**src/rtl/riscv_mem_pkg.sv**
```systemverilog
// Shared definitions for the MEM-stage data-memory access path.
//  - funct3 encodings for loads and stores
//  - access-unit FSM state type
//  - store lane/strobe helpers and the alignment check
package riscv_mem_pkg;

  localparam logic [2:0] F3_LB  = 3'b000;
  localparam logic [2:0] F3_LH  = 3'b001;
  localparam logic [2:0] F3_LW  = 3'b010;
  localparam logic [2:0] F3_LBU = 3'b100;
  localparam logic [2:0] F3_LHU = 3'b101;
  localparam logic [2:0] F3_SB  = 3'b000;
  localparam logic [2:0] F3_SH  = 3'b001;
  localparam logic [2:0] F3_SW  = 3'b010;

  typedef enum logic [1:0] {
    IDLE = 2'd0,
    REQ  = 2'd1,
    WAIT = 2'd2,
    DONE = 2'd3
  } mau_state_t;

  // Access size comes from funct3[1:0]: 00 byte, 01 half, anything else word.
  function automatic logic is_misaligned(input logic [2:0] funct3, input logic [1:0] addr_lo);
    case (funct3[1:0])
      2'b00:   is_misaligned = 1'b0;
      2'b01:   is_misaligned = addr_lo[0];
      default: is_misaligned = (addr_lo != 2'b00);
    endcase
  endfunction

  function automatic logic [3:0] store_strobe(input logic [2:0] funct3, input logic [1:0] addr_lo);
    case (funct3[1:0])
      2'b00:   store_strobe = 4'b0001 << addr_lo;
      2'b01:   store_strobe = 4'b0011 << addr_lo;
      default: store_strobe = 4'b1111;
    endcase
  endfunction

  // Replicate the store operand across all lanes; the strobe picks the live ones.
  function automatic logic [31:0] store_lanes(input logic [2:0] funct3, input logic [31:0] wdata);
    case (funct3[1:0])
      2'b00:   store_lanes = {4{wdata[7:0]}};
      2'b01:   store_lanes = {2{wdata[15:0]}};
      default: store_lanes = wdata;
    endcase
  endfunction

endpackage

```
**src/rtl/load_formatter.sv**
```systemverilog
// Combinational load-data formatter.
// Selects the addressed byte/half of a 32-bit read word and sign- or zero-extends it.
//  i_rdata    raw read word from memory
//  i_addr_lo  byte offset within the word
//  i_funct3   load type (B, H, W, BU, HU; other codes treated as W)
//  o_data     formatted 32-bit result
module load_formatter
  import riscv_mem_pkg::*;
(
  input  logic [31:0] i_rdata,
  input  logic [1:0]  i_addr_lo,
  input  logic [2:0]  i_funct3,
  output logic [31:0] o_data
);

  logic [7:0]  w_byte;
  logic [15:0] w_half;

  always_comb begin
    w_byte = i_rdata[{i_addr_lo, 3'b000} +: 8];
    w_half = i_addr_lo[1] ? i_rdata[31:16] : i_rdata[15:0];
    case (i_funct3)
      F3_LB:   o_data = {{24{w_byte[7]}}, w_byte};
      F3_LH:   o_data = {{16{w_half[15]}}, w_half};
      F3_LBU:  o_data = {24'h000000, w_byte};
      F3_LHU:  o_data = {16'h0000, w_half};
      default: o_data = i_rdata;
    endcase
  end

endmodule

```
**src/rtl/mem_access_unit.sv**
```systemverilog
// MEM-stage data-memory access unit.
// Converts EX/MEM load/store requests into a single valid/ready bus transaction, formats load
// data and stalls the pipeline until the access completes. One access in flight.
//  clk, reset_n                   clock, async active-low reset
//  ex_mem_read/write, ex_addr,
//  ex_wdata, ex_funct3            request from EX/MEM
//  mem_stall                      hold upstream stages
//  dmem_req_*, dmem_we/addr/
//  wdata/wstrb                    bus request channel
//  dmem_rsp_valid, dmem_rdata     bus read response
//  load_data, load_valid          formatted load result + pulse
//  misalign_fault, bus_error      fault pulses
module mem_access_unit
  import riscv_mem_pkg::*;
#(
  parameter int unsigned TIMEOUT_CYCLES = 256
) (
  input  logic        clk,
  input  logic        reset_n,
  input  logic        ex_mem_read,
  input  logic        ex_mem_write,
  input  logic [31:0] ex_addr,
  input  logic [31:0] ex_wdata,
  input  logic [2:0]  ex_funct3,
  output logic        mem_stall,
  output logic        dmem_req_valid,
  input  logic        dmem_req_ready,
  output logic        dmem_we,
  output logic [31:0] dmem_addr,
  output logic [31:0] dmem_wdata,
  output logic [3:0]  dmem_wstrb,
  input  logic        dmem_rsp_valid,
  input  logic [31:0] dmem_rdata,
  output logic [31:0] load_data,
  output logic        load_valid,
  output logic        misalign_fault,
  output logic        bus_error
);

  localparam int unsigned CntW      = (TIMEOUT_CYCLES < 2) ? 1 : $clog2(TIMEOUT_CYCLES);
  localparam logic [CntW-1:0] CntLast = CntW'(TIMEOUT_CYCLES - 1);
  localparam logic TimeoutEn = (TIMEOUT_CYCLES != 0);

  mau_state_t r_state, w_state_nxt;

  logic            r_we;
  logic [31:0]     r_addr;
  logic [31:0]     r_wdata;
  logic [3:0]      r_wstrb;
  logic [2:0]      r_funct3;
  logic [CntW-1:0] r_cnt;
  logic [31:0]     r_load_data;
  logic            r_load_valid;
  logic            r_misalign;
  logic            r_bus_error;

  logic        w_op;
  logic        w_mis;
  logic        w_accept;
  logic        w_hs;
  logic        w_timeout;
  logic [31:0] w_load_fmt;

  assign w_op      = ex_mem_read | ex_mem_write;
  assign w_mis     = is_misaligned(ex_funct3, ex_addr[1:0]);
  assign w_accept  = (r_state == IDLE) && w_op && !w_mis;
  assign w_hs      = (r_state == REQ) && dmem_req_ready;
  // Fires on the last permitted cycle of REQ+WAIT; a completion in that cycle still wins.
  assign w_timeout = TimeoutEn && (r_cnt == CntLast);

  load_formatter u_load_formatter (
    .i_rdata   (dmem_rdata),
    .i_addr_lo (r_addr[1:0]),
    .i_funct3  (r_funct3),
    .o_data    (w_load_fmt)
  );

  always_comb begin
    w_state_nxt = r_state;
    unique case (r_state)
      IDLE: if (w_accept) w_state_nxt = REQ;
      REQ: begin
        if (w_hs)           w_state_nxt = r_we ? DONE : WAIT;
        else if (w_timeout) w_state_nxt = DONE;
      end
      WAIT: begin
        if (dmem_rsp_valid) w_state_nxt = DONE;
        else if (w_timeout) w_state_nxt = DONE;
      end
      DONE: w_state_nxt = IDLE;
    endcase
  end

  always_ff @(posedge clk or negedge reset_n) begin
    if (!reset_n) begin
      r_state      <= IDLE;
      r_we         <= 1'b0;
      r_addr       <= '0;
      r_wdata      <= '0;
      r_wstrb      <= '0;
      r_funct3     <= '0;
      r_cnt        <= '0;
      r_load_data  <= '0;
      r_load_valid <= 1'b0;
      r_misalign   <= 1'b0;
      r_bus_error  <= 1'b0;
    end else begin
      r_state      <= w_state_nxt;
      r_load_valid <= 1'b0;
      r_misalign   <= 1'b0;
      r_bus_error  <= 1'b0;
      unique case (r_state)
        IDLE: begin
          if (w_op && w_mis) begin
            r_misalign <= 1'b1;
          end else if (w_accept) begin
            r_we     <= ex_mem_write;
            r_addr   <= {ex_addr[31:2], 2'b00};
            r_wdata  <= store_lanes(ex_funct3, ex_wdata);
            r_wstrb  <= ex_mem_write ? store_strobe(ex_funct3, ex_addr[1:0]) : 4'b0000;
            // Keep the byte offset for load lane selection; dmem_addr masks it off.
            r_addr[1:0] <= ex_addr[1:0];
            r_funct3 <= ex_funct3;
            r_cnt    <= '0;
          end
        end
        REQ: begin
          r_cnt <= r_cnt + 1'b1;
          if (!w_hs && w_timeout) r_bus_error <= 1'b1;
        end
        WAIT: begin
          r_cnt <= r_cnt + 1'b1;
          if (dmem_rsp_valid) begin
            r_load_data  <= w_load_fmt;
            r_load_valid <= 1'b1;
          end else if (w_timeout) begin
            r_bus_error <= 1'b1;
          end
        end
        DONE: ;
      endcase
    end
  end

  assign mem_stall      = (r_state == REQ) || (r_state == WAIT) || w_accept;
  assign dmem_req_valid = (r_state == REQ);
  assign dmem_we        = r_we;
  assign dmem_addr      = {r_addr[31:2], 2'b00};
  assign dmem_wdata     = r_wdata;
  assign dmem_wstrb     = r_wstrb;
  assign load_data      = r_load_data;
  assign load_valid     = r_load_valid;
  assign misalign_fault = r_misalign;
  assign bus_error      = r_bus_error;

endmodule

```
**config.mk**
```make
export PLATFORM = sky130hd
export DESIGN_NAME = mem_access_unit
export DESIGN_NICKNAME = d
export VERILOG_FILES = /design/src/rtl/riscv_mem_pkg.sv /design/src/rtl/load_formatter.sv /design/src/rtl/mem_access_unit.sv
export SDC_FILE = /design/constraint.sdc
export NUM_CORES = 1
export LEC_CHECK = 0
export CORE_MARGIN = 1.5
export CORE_UTILIZATION = 45
export DETAILED_ROUTE_END_ITERATION = 10
export MAX_ROUTING_LAYER = met4
export PLACE_DENSITY = 0.9
export SYNTH_ARGS = -nofsm -noshare
export SYNTH_HDL_FRONTEND = slang
export SYNTH_SLANG_ARGS = --single-unit
```
**constraint.sdc**
```tcl
create_clock -name clk -period 2 [get_ports clk]
set_clock_uncertainty 0.1 [all_clocks]
set_input_delay 0.4 -clock clk [delete_from_list [all_inputs] [get_ports clk]]
set_output_delay 0.4 -clock clk [all_outputs]
set_load 0.05 [all_outputs]
```
[Word level (Yosys, flattened, before mapping)]
Cells that the tools add are included.
Word-level totals
  output and inout bits: 106
  register bits: 117
  input bits: 105
  logic and storage cells: 68
Operators by class
  shift-type cells: 3
  reductions and logical operators: 18
  bitwise operators: 2
  muxes and demuxes: 23
  equal/unequal tests: 10
  add/subtract/negate cells: 1
Operators with widths (number)
  $pmux W32 S4: 1
  $pmux W32 S2: 1
  $shiftx A32 B6 Y8: 1
  $mux W16: 1
  $mux W8: 2
  $pmux W8 S2: 1
  $add A8 B1 Y8 const B: 1
  $eq A8 B8 Y1 const B: 1
  $mux W1: 8
  $mux W2: 4
  $pmux W2 S4: 1
  $pmux W4 S2: 1
  $eq A3 B3 Y1 const B: 2
  $reduce_and A3 Y1: 2
  $logic_and A1 B1 Y1: 5
  $eq A2 B1 Y1 const B: 2
  $eq A2 B2 Y1 const B: 2
  $logic_not A2 Y1: 2
  $mux W4: 1
  $ne A2 B2 Y1 const B: 2
  $pmux W1 S2: 2
  $reduce_bool A2 Y1: 2
  $shl A1 B2 Y4 const A: 1
  $shl A2 B2 Y4 const A: 1
  other kinds (8): 10

[Logic depth before layout (Yosys ltp)]
  depth in word-level cells: 7
  mapped depth: 8
  gate-level depth less buffers: 7

[Modules after synthesis]
A second synthesis with hierarchy kept.
Unflattened totals
  cells, all modules: 538
  area, all modules: 6147.1 um^2
Modules (own cells, without submodules)
  mem_access_unit: area each 5386.4 um^2, seq. area each 2927.8 um^2, times used 1, cells an instance 420
  load_formatter: area each 760.7 um^2, seq. area each 0.0 um^2, times used 1, cells an instance 118

[Worst setup path before layout]
No wires, ideal clock.
  path kind: register to output
  start: register r_state[0]
  end: output port mem_stall
  stages on the path, launching flop included: 7
  required time: 1.500 ns
  arrival time: 1.555 ns
  slack: -0.055 ns
  path buffers: 1
  cell sequence: dfrtp_1 inv_1 ha_1 o21a_1 nand3_4 buf_6 nand2b_1
On the way
  word-level cells in the longest chain between the ends: 4
  elaborated cells between the ends (all ways): 7
  classes of those cells: eq/ne (2); reduce/logical (5)
Ends and longest elaborated chain
  start: declaration: line mem_access_unit.sv:44  | mau_state_t r_state, w_state_nxt;
  start signal: assignment: line mem_access_unit.sv:108  | r_state <= w_state_nxt;
  $logic_not A2 Y1: line mem_access_unit.sv:66  | assign w_accept = (r_state == IDLE) && w_op && !w_mis;
  $logic_and A1 B1 Y1 (2 in series): line mem_access_unit.sv:66
  $logic_or A1 B1 Y1 *: line mem_access_unit.sv:145  | assign mem_stall = (r_state == REQ) || (r_state == WAIT) || w_accept;
  end: declaration: line mem_access_unit.sv:25  | output logic mem_stall,
Mark *: on every way between the ends. The rest lies on a longest branch, timed or not.

[Worst setup path after layout]
Same ends and word-level chain as after synthesis.

==> flow_summary.json <==
{
  "status": "finished, violations left",
  "violations": "setup timing",
  "synth_cell_type_count": 51,
  "cp.required_ns": 1.50,
  "ant_nets": 0,
  "synth-main-ff-cell": "dfrtp_1",
  "path_class": "register to output pin",
  "worstMarginPinSlew_ns": 0.669,
  "synth_top_area_share_pct": 50.0,
  "p_leak_uw": 0.00393,
  "dieWidth_um": 117,
  "synth_seq_cells": 117,
  "startpoint": "r_state[0]",
  "numClockSinks": 117,
  "cp_max_fo": 3,
  "setup_tns_ns": -0.00406,
  "yosysMostFrequentCell": "dfrtp_1",
  "track_usage_pct": 25.1,
  "die_y_um": 117,
  "dp_hpwl_mm": 11.8,
  "maxCapViolCount": 0,
  "clkLatencyLatePin_ns": 0.42,
  "synth_area_sq_um": 5860,
  "drtIter0Drc": 416,
  "yosys.area.top_type": "dfrtp_1",
  "preCtsSetupSlack_ns": -0.162,
  "drt_wl_total_mm": 16.4,
  "synth_edf_count": 0,
  "synthTopCellsByArea": "dfrtp_1, mux2_2, mux2i_1, buf_4, nand2_1",
  "period_minus_slack_ns": 2.00,
  "root_buffer": "clkbuf_16",
  "vias_per_cell": 5.39,
  "drive_above_1_share_pct": 26.3,
  "fin_ws_ns": -0.00406,
  "critPathSlowestCell": "dfrtp_1",
  "end_kind": "output pin",
  "io_buffers": 208,
  "syn_avg_cell_area_sq_um": 10.6,
  "grt_max_degree": 50,
  "yosys_warnings": 0,
  "setup_viol": 1,
  "area_delta_synth_final_pct": 45.8,
  "synthTopCellsByCount": "dfrtp_1, nand2_1, mux2_2",
  "start_util_pct": 46.2,
  "grt_pass1_vias": 5068,
  "hp-class": "primary input to async pin",
  "met3_length_um": 845,
  "powerDensity_nw_per_um2": 1920,
  "cts_buffers": 17,
  "yosysSeqAreaShare_pct": 50.0,
  "htreeDepth": 4,
  "grt_pass1_wl_mm": 25.3,
  "first_pass_iters": 5,
  "crit_arrival_ns": 1.50,
  "overflow": 0,
  "route.detailed.wl_per_inst_um": 17.5,
  "io_pins": 211,
  "slew_headroom_pct": 55.3,
  "dr_wl_met2_mm": 8.29,
  "slew_violations": 0,
  "vias": 5036,
  "core-area_sq_um": 12700,
  "hold_viol": 0,
  "slowest_delay_ns": 0.40,
  "die_area_sq_um": 13700,
  "row_count": 41,
  "n_antenna_cell": 0,
  "async_reset_ff_share_pct": 100,
  "critPathBufInv": 2,
  "start_kind": "register",
  "r2r_start": "r_state[0]",
  "post-route-drc-count": 0,
  "peakVddDrop_mv": 1.13,
  "min_period_over_period_pct": 100,
  "antenna_found_initial": 0,
  "final_util_pct": 67.4,
  "nFillCells": 911,
  "max_freq_mhz": 499,
  "top_layer": "met4",
  "gp_congestion": 0.823,
  "rsz0062_at_grt": "true",
  "crit_family": "flip-flops",
  "cts_tree": "built",
  "crit_chain": "inv_2 > ha_4 > o21a_4 > nand3_4 > nand2b_4 > buf_12",
  "m1WireLength_mm": 6.74,
  "synth_cells": 551,
  "clock_path_buffers": 2,
  "clk_pin_slew_ns": 0.06,
  "final_nets": 859
}
-- cell usage in the layout (no fill, tap or decap), types with 20 or more instances in the layout --
cell             instances
mux2_2                  52
mux2i_1                 34
nand2_1                 65
nand3_1                 37
nor2_1                  20
clkdlybuf4s50_1        103
buf_4                   93
o21ai_0                 46
dfrtp_1                117
dlygate4sd2_1           39
-- final timing paths --
path                                        to  cells after the start  slack (ns)
worst min-delay path             dmem_wdata[4]                      2        0.38
min in group clk                dmem_wdata[15]                      2        0.38
max in group asynchronous        load_data[12]                      3        0.78
worst min register to register  dmem_wdata[15]                      2        0.38
worst max-delay path                 mem_stall                      6      -0.004
worst max register to register   load_data[28]                      6        0.08
-- metrics by stage --
step / total power, uW / hold slack (ns) / instances / instance area, sq um
global route: 17200 / 0.398 / 935 / 8550
finish: 16400 / 0.381 / 935 / 8550
CTS: 16400 / 0.379 / 934 / 8540
floorplan: 10600 / 0.00441 / 552 / 5870
detailed placement: 13300 / 0.280 / 899 / 7900
global placement: 13000 / 0.269 / 899 / 7900
-- cell families after synthesis --
logic type | count (synthesis) | share of synthesized area, %
simple gates | 171 | 14.6
flops | 117 | 50.0
compound gates | 99 | 10.7
mux | 86 | 15.8
buf+inv | 72 | 7.90
fa+ha+maj | 4 | 0.854
other cells | 1 | 0.0640
xor+xnor | 1 | 0.150
-- sequential cells by signal (all words and copies together) (netlist names) --
name,cells
dmem_wdata,32
r_cnt,8
load_valid,1
bus_error,1
r_funct3,3
misalign_fault,1
r_state,2
dmem_wstrb,4
load_data,32
r_addr,32
dmem_we,1
-- per-layer routing --
metal / global-route usage, % / vias to the layer above
li1: - / 2324
met1: 29.9 / 2461
met2: 40.4 / 206
met3: 6.80 / 45
met4: 10.4 / 0
met5: - / -
-- power breakdown --
part | internal, uW | leakage, uW | switching (uW) | total [uW]
clock | 2210 | 0.000313 | 1050 | 3250
sequential | 3500 | 0.00142 | 717 | 4210
combinational | 3050 | 0.00220 | 5900 | 8950
total | 8750 | 0.00393 | 7660 | 16400
-- area by class of cell --
| type | count | area, sq um | area share, % |
|---|---|---|---|
| clock buffers | 23 | 488 | 5.71 |
| clock inverters | 9 | 148 | 1.73 |
| inverters | 7 | 26.3 | 0.307 |
| multi-input cells | 363 | 2500 | 29.3 |
| flip-flops and latches | 117 | 2930 | 34.3 |
| well taps | 172 | 215 | 2.52 |
| repair buffers | 244 | 2240 | 26.2 |
-- what timing repair did --
item / CTS / global route
buffers inserted: 2 / 1
gates resized for setup: 45 / 0
pin swaps: 2 / 0
hold endpoints to repair: 30 / 0
hold buffers: 1 / 0
setup endpoints to repair: 40 / 2
Note: power is estimated with default switching activity, not from simulation.
